**src/rtl/vector_addition_writeback_buffer.sv**
```systemverilog
// vector_addition_writeback_buffer
//
// Last stage of the vector integer addition unit. The adder result is merged
// with the old destination value: masked-off elements keep the old value, and
// for carry/borrow results only the low N bits come from the adder. The merged
// result is queued in a small FIFO, which feeds the vector register file write
// port. A stalled write port therefore never drops an adder result.
//
// Handshakes (both sides use strict valid/ready):
//   A transfer happens on the rising edge where valid and ready are both 1.
//   The producer keeps its data stable while valid=1 and ready=0. Upstream may
//   drop valid_i without a transfer. ready_o depends only on occupancy, never
//   on ready_i, so there is no combinational path from ready_i to ready_o.
//
// Ports:
//   clk_i, rst_i          clock, asynchronous active-high reset
//   flush_i               synchronous flush of all queued entries
//   valid_i / ready_o     input handshake (ready_o = not full)
//   vd_i, vd_old_i        adder result and previous destination contents
//   vmask_i               per-element mask, element k uses bit k
//   vsew_i                element width: 00=8b 01=16b 10=32b 11=64b
//   masked_i              1 = masked op, 0 = all elements active
//   compute_carry_i       1 = result is a carry/borrow mask (N bits)
//   vd_addr_i             destination register index
//   valid_o / ready_i     write-port handshake for the head entry
//   wb_data_o, wb_addr_o  head entry data and index (0 when empty)
//   count_o               current occupancy
module vector_addition_writeback_buffer #(
  parameter int DEPTH      = 2,
  parameter int ADDR_WIDTH = 5,
  parameter int CNT_WIDTH  = 2
) (
  input  logic                  clk_i,
  input  logic                  rst_i,
  input  logic                  flush_i,
  input  logic                  valid_i,
  output logic                  ready_o,
  input  logic [127:0]          vd_i,
  input  logic [127:0]          vd_old_i,
  input  logic [15:0]           vmask_i,
  input  logic [1:0]            vsew_i,
  input  logic                  masked_i,
  input  logic                  compute_carry_i,
  input  logic [ADDR_WIDTH-1:0] vd_addr_i,
  output logic                  valid_o,
  input  logic                  ready_i,
  output logic [127:0]          wb_data_o,
  output logic [ADDR_WIDTH-1:0] wb_addr_o,
  output logic [CNT_WIDTH-1:0]  count_o
);

  localparam int PTR_W = (DEPTH > 1) ? $clog2(DEPTH) : 1;

  // Element index that owns a given bit of the 128-bit vector.
  function automatic logic [3:0] elem_of(input logic [6:0] bit_idx,
                                         input logic [1:0] sew);
    logic [3:0] k;
    case (sew)
      2'b00:   k = bit_idx[6:3];
      2'b01:   k = {1'b0, bit_idx[6:4]};
      2'b10:   k = {2'b00, bit_idx[6:5]};
      default: k = {3'b000, bit_idx[6]};
    endcase
    return k;
  endfunction

  logic [127:0]          w_merged;
  logic [4:0]            w_num_elem;
  logic                  w_push;
  logic                  w_pop;
  logic                  w_full;
  logic                  w_empty;

  logic [127:0]          r_data_q [DEPTH];
  logic [ADDR_WIDTH-1:0] r_addr_q [DEPTH];
  logic [PTR_W-1:0]      r_wr_ptr;
  logic [PTR_W-1:0]      r_rd_ptr;
  logic [CNT_WIDTH-1:0]  r_count;

  // Merge on the input side so each stored entry is already final write data.
  always_comb begin
    w_num_elem = 5'd16 >> vsew_i;
    w_merged   = vd_i;
    for (int b = 0; b < 128; b++) begin
      if (compute_carry_i) begin
        // Carry mask occupies bits [N-1:0]; the tail is left undisturbed.
        w_merged[b] = (7'(b) < {2'b00, w_num_elem}) ? vd_i[b] : vd_old_i[b];
      end else if (masked_i) begin
        w_merged[b] = vmask_i[elem_of(7'(b), vsew_i)] ? vd_i[b] : vd_old_i[b];
      end
    end
  end

  // Full/empty come from the counter; pointers alone are ambiguous.
  assign w_full  = (r_count == CNT_WIDTH'(DEPTH));
  assign w_empty = (r_count == '0);
  assign w_push  = valid_i && !w_full;
  assign w_pop   = !w_empty && ready_i;

  always_ff @(posedge clk_i or posedge rst_i) begin
    if (rst_i) begin
      r_wr_ptr <= '0;
      r_rd_ptr <= '0;
      r_count  <= '0;
    end else if (flush_i) begin
      r_wr_ptr <= '0;
      r_rd_ptr <= '0;
      r_count  <= '0;
    end else begin
      if (w_push) r_wr_ptr <= r_wr_ptr + 1'b1;
      if (w_pop)  r_rd_ptr <= r_rd_ptr + 1'b1;
      case ({w_push, w_pop})
        2'b10:   r_count <= r_count + CNT_WIDTH'(1);
        2'b01:   r_count <= r_count - CNT_WIDTH'(1);
        default: r_count <= r_count;
      endcase
    end
  end

  // Storage needs no reset: an entry is only read after it has been written.
  always_ff @(posedge clk_i) begin
    if (w_push && !flush_i) begin
      r_data_q[r_wr_ptr] <= w_merged;
      r_addr_q[r_wr_ptr] <= vd_addr_i;
    end
  end

  assign ready_o   = !w_full;
  assign valid_o   = !w_empty;
  assign count_o   = r_count;
  assign wb_data_o = w_empty ? '0 : r_data_q[r_rd_ptr];
  assign wb_addr_o = w_empty ? '0 : r_addr_q[r_rd_ptr];

endmodule

```
**config.mk**
```make
export PLATFORM = sky130hd
export DESIGN_NAME = vector_addition_writeback_buffer
export DESIGN_NICKNAME = d
export VERILOG_FILES = /design/src/rtl/vector_addition_writeback_buffer.sv
export SDC_FILE = /design/constraint.sdc
export NUM_CORES = 1
export LEC_CHECK = 0
export ABC_AREA = 1
export CORE_ASPECT_RATIO = 1.5
export CORE_UTILIZATION = 40
export CTS_CLUSTER_SIZE = 30
export DETAILED_ROUTE_END_ITERATION = 10
export GPL_TIMING_DRIVEN = 0
export PLACE_DENSITY = 0.7
export SYNTH_ARGS = -nofsm -noshare
export SYNTH_HDL_FRONTEND = slang
export SYNTH_SLANG_ARGS = --single-unit
```
**constraint.sdc**
```tcl
create_clock -name clk_i -period 8.39 [get_ports clk_i]
set_clock_uncertainty 0.2 [all_clocks]
set_input_delay 0.839 -clock clk_i [delete_from_list [all_inputs] [get_ports clk_i]]
set_output_delay 0.839 -clock clk_i [all_outputs]
set_load 0.02 [all_outputs]
```
==> results of run 1 <==
## report_power, final
group          internal, mW  switching (mW)
combinational         0.762            1.20
sequential             1.63          0.0266
clock                 0.716           0.484
total                  3.11            1.71
## registers in the layout, summed over array words and instances, names as in the netlist
signal / flops
r_wr_ptr: 1
r_data_q: 256
count_o: 2
r_rd_ptr: 1
r_addr_q: 10
## path summary, 6_finish.rpt
check	start	end	slack, ns
min in group clk_i	r_wr_ptr	r_wr_ptr	0.38
setup reg to reg	count_o[0]	r_data_q[0][101]	5.49
setup / recovery	r_rd_ptr	wb_data_o[110]	3.96
hold reg to reg	r_wr_ptr	r_wr_ptr	0.38
max in group asynchronous	rst_i	r_rd_ptr	7.55
hold / removal	rst_i	r_wr_ptr	0.29
## critical path, stage by stage, from the launching register on
cell and delay (ns):
dfrtp_1 0.33, clkbuf_1 0.41, clkbuf_1 0.64, clkbuf_1 0.49
nand2_1 0.11, a21oi_1 0.16, clkdlybuf4s50_1 0.71
## final cells by class
type	count	area, um^2
timing repair buffer	426	4360
fill	2868	14100
antenna	5	12.5
clock buffer	33	666
multi-input combinational	1085	5020
tap	420	526
sequential	270	8090
buffer	85	369
clock inverter	13	203
inverter	54	205
## routing by layer
layer	track usage (%)	up-vias	part of all wire [%]
met5	0	-	0
met4	12.8	0	4.8
met3	3.89	116	5.9
met2	48.5	505	51
met1	30.5	5962	38
li1	-	6053	-
## cell families after synthesis
group	after synthesis	synth area share [%]
fa+ha+maj	8	0.732
simple gates	787	24.1
flops	270	59.2
xor+xnor	1	0.0641
mux	10	0.824
compound gates	279	10.9
buf+inv	139	4.20
## cell usage in the layout (no fill, tap or decap), types with 6 or more instances in the layout
master and count:
a21oi_1 177, buf_12 6, buf_2 22, clkbuf_1 65, clkbuf_16 25, clkdlybuf4s50_1 418
edfxtp_1 266, ha_1 8, inv_1 49, mux2_2 10, nand2_1 580, nand2_2 9
nand3_1 150, nand3_2 7, nor2_1 27, o211ai_1 18, o21ai_0 64, o22ai_1 9
## stage by stage
stage,util (%),worst slack (ns),std cells
finish,58.0,3.96,2391
global route,58.0,3.70,2391
CTS,57.9,3.88,2386
detailed placement,55.3,4.20,2340
global placement,54.8,-2.72,2332
floorplan,-,0.978,1494
==> key figures, run 1 <==
Status
  • Run status: finished clean

Yosys
  • Synth cell types: 33
  • Syn Nets: 1788
  • YS warnings: 0
  • Synth top cells by count: nand2_1, edfxtp_1, a21oi_1, nand3_1, o21ai_0
  • EDFF count, synth: 266
  • Area leader, netlist: edfxtp_1
  • Dominant synthesized flop cell: edfxtp_1
  • Synth Register Bits: 270
  • Yosys top cell area share: 58.4%
  • Top post-synthesis cells by area: edfxtp_1, nand2_1, a21oi_1
  • Synth async-reset ratio: 1.48%
  • Gate Count Post-Synth: 1494
  • Post-synthesis sequential area ratio: 59.2%
  • Post-Syn Area: 13700 um^2
  • Avg Inst Size Synth: 9.15 um^2
  • Most frequent cell after synthesis: nand2_1

Global routing
  • First-pass GRT wire length: 70.8 mm
  • Initial antenna violation count: 5
  • Gr usage total: 26.7%
  • Largest net degree at the start of global routing: 32
  • Grt ovf: 0
  • Vias in the first global route: 12343

STA
  • Fin crit share: 52.8%
  • Unrepaired setup endpoints after global routing: no
  • F_max: 226 MHz
  • Crit path time final: 4.43 ns
  • Final setup TNS: 0 ns
  • Final hold slack: 0.288 ns
  • Max-slew violation count: 0
  • Endpoints failing setup: 0
  • Tightest Pin Transition: 0.921 ns
  • Max-slew headroom: 38.5%
  • Final Hold Fails: 0

Final layout
  • Fin area: 19400 um^2
  • Area delta synth->final: 42.3%
  • # nets final: 2241
  • Share of cells above drive strength 1: 6.00%

Floorplan
  • Die width: 153 um
  • Die area: 34900 um^2
  • Initial Util: 40.7%
  • Top Ports: 423
  • Chip Height: 228 um
  • Core region area: 33500 um^2
  • Cell Rows: 82

Critical path
  • Crit. End Element: primary output
  • CP max FO: 10
  • CP arrival: 3.39 ns
  • Critical path required time: 7.35 ns
  • Kind of critical path: flip-flop to primary output
  • R2r worst-path depth: 9
  • Type of origin of the critical path: flip-flop

Drt
  • WL/cell: 19.8 um
  • Via count: 12636
  • Drt first-iter violations: 888
  • Antenna Nets Post-Route: 0
  • Drc violations: 0
  • Final WL: 47.3 mm
  • Drt pass-1 iters: 5
  • DR vias/cell: 5.28

Power
  • Tot Pwr: 4.82 mW
  • Worst vdd ir: 0.185 mV
  • PwrDens: 248 nW/um^2
  • Static Leakage: 7.51 nW

Clock network
  • Hold-fix buffers, CTS: 0
  • Worst-case clock buffer depth: 3
  • CTS Buf Count: 25
  • Gates resized, CTS repair: 0
  • H-tree Lvls: 1
  • CTS Root Buffer Type: clkbuf_16
  • CTS tree: built
  • Setup Fix Bufs, Post-CTS: 0
  • Clk_lat worst skew: 0.53 ns
  • Clk slew on worst S/H paths: 0.06 ns
  • Clk sinks: 270

Placement
  • Placed cell area: 18600 um^2
  • Port bufs: 418
  • GPL Wtd Cong: 0.933
  • Final HPWL DP: 35.9 mm

Min path
  • Min-Delay Path Class: input port to async pin

Flow run
  • Max Cap Viol: 0
No activity file was read; power rests on OpenSTA's default activity.
==> run 2: changes to the inputs <==
Settings changed: PLACE_DENSITY 0.7 to 0.73.
Clock period 8.39 ns to 4.04 ns, I/O delays scaled along.
==> key figures, run 2 (same netlist as run 1, synthesis figures left out) <==
Status
  • Run status: finished clean

Global routing
  • Largest net degree at the start of global routing: 33 (+3.1%)
  • Vias in the first global route: 12124 (-1.8%)
  • Initial antenna violation count: 4 (-1)
  • Gr usage total: 27.1% (+0.40 points)
  • First-pass GRT wire length: 71.8 mm (+1.4%)
  • Grt ovf: 0 (unchanged)

Clock network
  • CTS tree: built
  • Clk sinks: 270 (unchanged)
  • Clk slew on worst S/H paths: 0.07 ns (about the same)
  • CTS Buf Count: 26 (+4.0%)
  • Worst-case clock buffer depth: 3 (unchanged)
  • CTS Root Buffer Type: clkbuf_16
  • Setup Fix Bufs, Post-CTS: 0 (unchanged)
  • Clk_lat worst skew: 0.53 ns (about the same)
  • H-tree Lvls: 1 (unchanged)

Power
  • Flop pwr share: 34.9% (+0.5 points)
  • Switching part of the total power: 36.4% (+0.90 points)
  • Gate power share: 41.6% (+0.9 points)
  • Sw Pwr: 3.59 mW (+110%)
  • Static Leakage: 7.49 nW (-0.21%)
  • Tot Pwr: 9.87 mW (+100%)
  • Worst vdd ir: 0.351 mV (+90%)
  • Pint: 6.28 mW (+100%)
  • PwrDens: 508 nW/um^2 (+100%)
  • Clock power share: 23.5% (-1.4 points)

Placement
  • Final HPWL DP: 36.6 mm (+2.0%)
  • Placed cells: 2341 (+0.043%)
  • Placed cell area: 18600 um^2 (+0.11%)
  • Port bufs: 418 (unchanged)
  • Worst slack, placed: 0.219 ns (-3.98 ns)
  • GPL Wtd Cong: 0.939 (+0.59%)

Floorplan
  • Die width: 153 um (unchanged)
  • Core region area: 33500 um^2 (unchanged)
  • Die area: 34900 um^2 (unchanged)
  • Chip Height: 228 um (unchanged)
  • Cell Rows: 82 (unchanged)
  • Initial Util: 40.7% (unchanged)
  • Top Ports: 423 (unchanged)

STA
  • Max-slew headroom: 51.7% (+13 points)
  • PnR worst setup slack: 0.183 ns (-3.77 ns)
  • Fin crit share: 95.5%
  • Final Hold Fails: 0 (unchanged)
  • Unrepaired setup endpoints after global routing: no
  • F_max: 259 MHz
  • Tightest Pin Transition: 0.721 ns (-0.199 ns)
  • Max-slew violation count: 0 (unchanged)
  • Endpoints failing setup: 0 (unchanged)
  • Crit path time final: 3.86 ns

Final layout
  • Commonest non-fill, non-tap cell in the layout: nand2_1
  • Fin area: 19400 um^2 (-0.13%)
  • Area delta synth->final: 42.1%
  • Most frequent cells in the layout: nand2_1, clkdlybuf4s50_1, edfxtp_1
  • Post-route insts no fill: 2394 (+0.13%)
  • Max reg flops: 256 (unchanged)
  • # nets final: 2244 (+0.13%)
  • Share of cells above drive strength 1: 6.19% (+0.19 points)
  • Largest Register: r_data_q

Drt
  • Via count: 12690 (+0.43%)
  • Drc violations: 0 (unchanged)
  • Final WL: 48.1 mm (+1.6%)
  • WL/cell: 20.1 um (+1.5%)
  • Drt first-iter violations: 958 (+7.9%)
  • Drt pass-1 iters: 5 (unchanged)
  • DR vias/cell: 5.30 (+0.30%)
  • Antenna Nets Post-Route: 0 (unchanged)

Critical path
  • R2r endpoint: r_data_q[1][100]
  • Reg-to-reg startpoint: count_o[0]
  • R2R Setup Slk: 1.26 ns (-4.23 ns)
  • Crit. End Element: primary output
  • CP arrival: 3.25 ns (-0.14 ns)
  • Type of origin of the critical path: flip-flop
  • Critical path required time: 3.44 ns (-3.91 ns)
  • CP max FO: 10 (unchanged)
  • Kind of critical path: flip-flop to primary output
  • R2r worst-path depth: 9 (unchanged)

Flow run
  • Max Cap Viol: 0 (unchanged)

Min path
  • Hold path start: vd_addr_i[1]
  • WHS Endpoint: r_addr_q[1][1]
  • Min-Delay Path Class: input port to flip-flop
  • Hold-critical path depth: 1
-- run 2: final cells by class --
cell class / count / area, um^2
fill: 2912 / 14100
sequential: 270 / 8090
multi-input combinational: 1085 / 5020
timing repair buffer: 428 / 4390
clock buffer: 34 / 702
tap: 420 / 526
buffer: 85 / 373
inverter: 54 / 205
clock inverter: 14 / 110
antenna: 4 / 10.0
-- run 2: layer usage --
layer,GRT usage (%),part of all wire [%]
met5,0,0
met2,49.3,52
met3,3.98,6.1
met4,11.8,4.1
met1,31.4,38
-- run 2: worst max-delay path, cell delays in order (launching register included) --
cell and delay, ns:
dfrtp_1 0.36, clkbuf_1 0.25, inv_2 0.30, buf_2 0.37, clkbuf_1 0.42, nand2_1 0.10, a21oi_1 0.21, clkdlybuf4s50_1 0.68
-- run 2: metrics by stage --
step           TNS [ns]  hold WS (ns)  utilization [%]
3_5_place_dp          0         0.374             55.4
2_1_floorplan   -294.71       -0.0299                -
3_3_place_gp    -833.30         0.320             54.8
5_1_grt               0         0.233             57.9
4_1_cts               0         0.228             57.9
6_report              0         0.259             57.9
-- run 2: what timing repair did --
| action | 4_1_cts | 5_1_grt |
|---|---|---|
| gates resized for setup | 2 | 2 |
| hold endpoints to repair | 4 | 0 |
| hold buffers | 1 | 0 |
| endpoints found under the setup margin | 23 | 1 |
-- run 2: worst max-delay path by stage --
stage               cells after the start                to       start
floorplan                               6    r_addr_q[0][0]  count_o[0]
global placement                        5  r_data_q[1][101]     valid_i
detailed placement                     14   r_data_q[0][79]   vsew_i[1]
CTS                                     5      wb_data_o[8]  count_o[1]
global route                            7    wb_data_o[106]    r_rd_ptr
finish                                  7      wb_data_o[2]    r_rd_ptr
-- run 2: power by group through the flow --
stage / clock (mW) / combinational, mW / sequential [mW]
after floorplan: 0 / 1.97 / 3.53
after global placement: 0 / 4.00 / 3.55
after detailed placement: 0 / 4.10 / 3.51
after CTS: 2.36 / 4.12 / 3.45
after global routing: 2.46 / 4.36 / 3.46
final: 2.32 / 4.10 / 3.45
==> run 3: changes to the inputs <==
Settings changed: CORE_MARGIN set to 4.
==> key figures, run 3 (same netlist as run 1, synthesis figures left out) <==
Global routing
  • Largest net degree at the start of global routing: 33 (unchanged)
  • Gr usage total: 24.8% (-2.2 points)
  • Grt ovf: 0 (unchanged)
  • Initial antenna violation count: 3 (-1)
  • First-pass GRT wire length: 71.6 mm (-0.17%)
  • Vias in the first global route: 12161 (+0.31%)

Floorplan
  • Die width: 159 um (+3.9%)
  • Chip Height: 234 um (+2.6%)
  • Die area: 37300 um^2 (+6.7%)
  • Initial Util: 40.7% (unchanged)
  • Top Ports: 423 (unchanged)
  • Core region area: 33500 um^2 (unchanged)
  • Cell Rows: 82 (unchanged)

Drt
  • Via count: 12748 (+0.46%)
  • Drt pass-1 iters: 6 (+1)
  • Drt first-iter violations: 1101 (+15%)
  • Drc violations: 0 (unchanged)
  • Antenna Nets Post-Route: 0 (unchanged)
  • Final WL: 49.3 mm (+2.6%)
  • DR vias/cell: 5.33 (+0.50%)
  • WL/cell: 20.6 um (+2.6%)

Power
  • PwrDens: 524 nW/um^2 (+3.1%)
  • Tot Pwr: 10.2 mW (+3.8%)
  • Worst vdd ir: 0.352 mV (+0.23%)
  • Static Leakage: 7.55 nW (+0.86%)

STA
  • Final setup TNS: 0 ns (unchanged)
  • Crit path time final: 3.78 ns (-0.0749 ns)
  • F_max: 264 MHz (+2.0%)
  • Max-slew violation count: 0 (unchanged)
  • Fin crit share: 93.6% (-1.9 points)
  • Final Hold Fails: 0 (unchanged)
  • Unrepaired setup endpoints after global routing: no
  • Tightest Pin Transition: 0.673 ns (-0.0482 ns)
  • PnR worst setup slack: 0.258 ns (+0.0749 ns)
  • Max-slew headroom: 55.1% (+3.4 points)
  • Endpoints failing setup: 0 (unchanged)

Final layout
  • Area delta synth->final: 43.0%
  • Finished Core Util: 58.3% (+0.38 points)
  • Fill cells: 2915 (+0.10%)
  • Most frequent cells in the layout: nand2_1, clkdlybuf4s50_1, edfxtp_1
  • Share of cells above drive strength 1: 6.30% (+0.10 points)
  • Commonest non-fill, non-tap cell in the layout: nand2_1
  • # nets final: 2243 (-0.045%)
  • Max reg flops: 256 (unchanged)
  • Largest Register: r_data_q
  • Post-route insts no fill: 2393 (-0.042%)

Placement
  • GPL Wtd Cong: 0.961 (+2.4%)
  • Port bufs: 418 (unchanged)
  • Placed cells: 2340 (-0.043%)
  • Final HPWL DP: 37.6 mm (+2.6%)
  • Worst slack, placed: 0.331 ns (+0.112 ns)

Critical path
  • CP startpoint: r_rd_ptr
  • Type of origin of the critical path: flip-flop
  • CP max FO: 10 (unchanged)
  • Slowest CP cell: clkdlybuf4s50_1
  • Critical Path Most Common Cell: clkbuf_1
  • Critical Path Max Stage Delay: 0.68 ns (about the same)
  • R2R Setup Slk: 1.31 ns (+0.05 ns)
  • Reg-to-reg startpoint: count_o[0]
  • Critical Path End: wb_data_o[2]
  • R2r endpoint: r_data_q[1][1]
  • R2r worst-path depth: 9 (unchanged)
  • Critical path required time: 3.44 ns (about the same)
  • Kind of critical path: flip-flop to primary output
  • Crit. End Element: primary output
  • CP arrival: 3.18 ns (-0.07 ns)
  • Crit path cell chain: clkbuf_1, inv_2, buf_2, clkbuf_1, nand2_1, a21oi_1, clkdlybuf4s50_1

Clock network
  • CTS Buf Count: 26 (unchanged)
  • Clk sinks: 270 (unchanged)
  • H-tree Lvls: 1 (unchanged)
  • CTS Root Buffer Type: clkbuf_16
  • Clk_lat worst skew: 0.53 ns (about the same)
  • Clk slew on worst S/H paths: 0.06 ns (about the same)
  • CTS tree: built
  • Worst-case clock buffer depth: 3 (unchanged)

Min path
  • Min-Delay Path Class: input port to flip-flop

Status
  • Run status: finished clean

Flow run
  • Max Cap Viol: 0 (unchanged)
==> run 3: changes by cell type in the layout (fill, tap and decap cells not counted), sizes merged <==
| cell | change |
|---|---|
| buf | -1 |
| bufinv | +6 |
| clkinvlp | -2 |
| clkinv | -4 |
| inv | -2 |
| clkbuf | +2 |
==> run 3: routing by layer <==
| metal | track usage (%) | vias to the layer above | wire [um] |
|---|---|---|---|
| li1 | - | 6064 | - |
| met1 | 29.4 | 6043 | 18500 |
| met2 | 46.8 | 543 | 26400 |
| met3 | 3.24 | 98 | 2910 |
| met4 | 8.14 | 0 | 1490 |
| met5 | 0 | - | 0 |
==> run 3: power breakdown <==
part           internal [mW]  total [mW]  leakage, nW  switching, mW
Sequential              3.39        3.45         2.50         0.0573
Clock                   1.71        2.71        0.467           1.00
Combinational           1.58        4.08         4.59           2.50
==> run 3: through the flow <==
stage	hold slack [ns]	instance area (um^2)
final	0.254	19600
after global routing	0.252	19600
after CTS	0.226	19500
after detailed placement	0.383	18600
after global placement	0.322	18400
after floorplan	-0.0299	13700
==> run 3: how the worst min path moves through the flow <==
stage | startpoint | end | depth (start not counted)
floorplan | rst_i | count_o[0] | 1
global placement | r_wr_ptr | r_wr_ptr | 1
detailed placement | r_wr_ptr | r_wr_ptr | 1
global route | vd_addr_i[3] | r_addr_q[0][3] | 1
finish | vd_addr_i[3] | r_addr_q[0][3] | 1
CTS | vd_addr_i[3] | r_addr_q[0][3] | 1
==> run 3: what timing repair did <==
item	in CTS	in global routing
hold buffers	1	0
resized for setup	2	0
setup buffers	0	0
setup endpoints to repair	6	0
hold endpoints to repair	4	0
==> run 3: final cells by class <==
type	instances	area, um^2	area share (%)
sequential	270	8090	41.4
antenna	4	10.0	0.0512
buffer	85	372	1.90
multi-input combinational	1085	5020	25.7
clock buffer	36	729	3.73
timing repair buffer	427	4350	22.3
tap	420	526	2.69
clock inverter	12	248	1.27
inverter	54	205	1.05
==> run 3: critical path: cells and delay by family (launching register included) <==
family	cells	cell delay [ns]
AOI/OAI and AO/OA	1	0.19
and+or+nand+nor	1	0.11
DFF	1	0.35
buffers and inverters	5	1.99
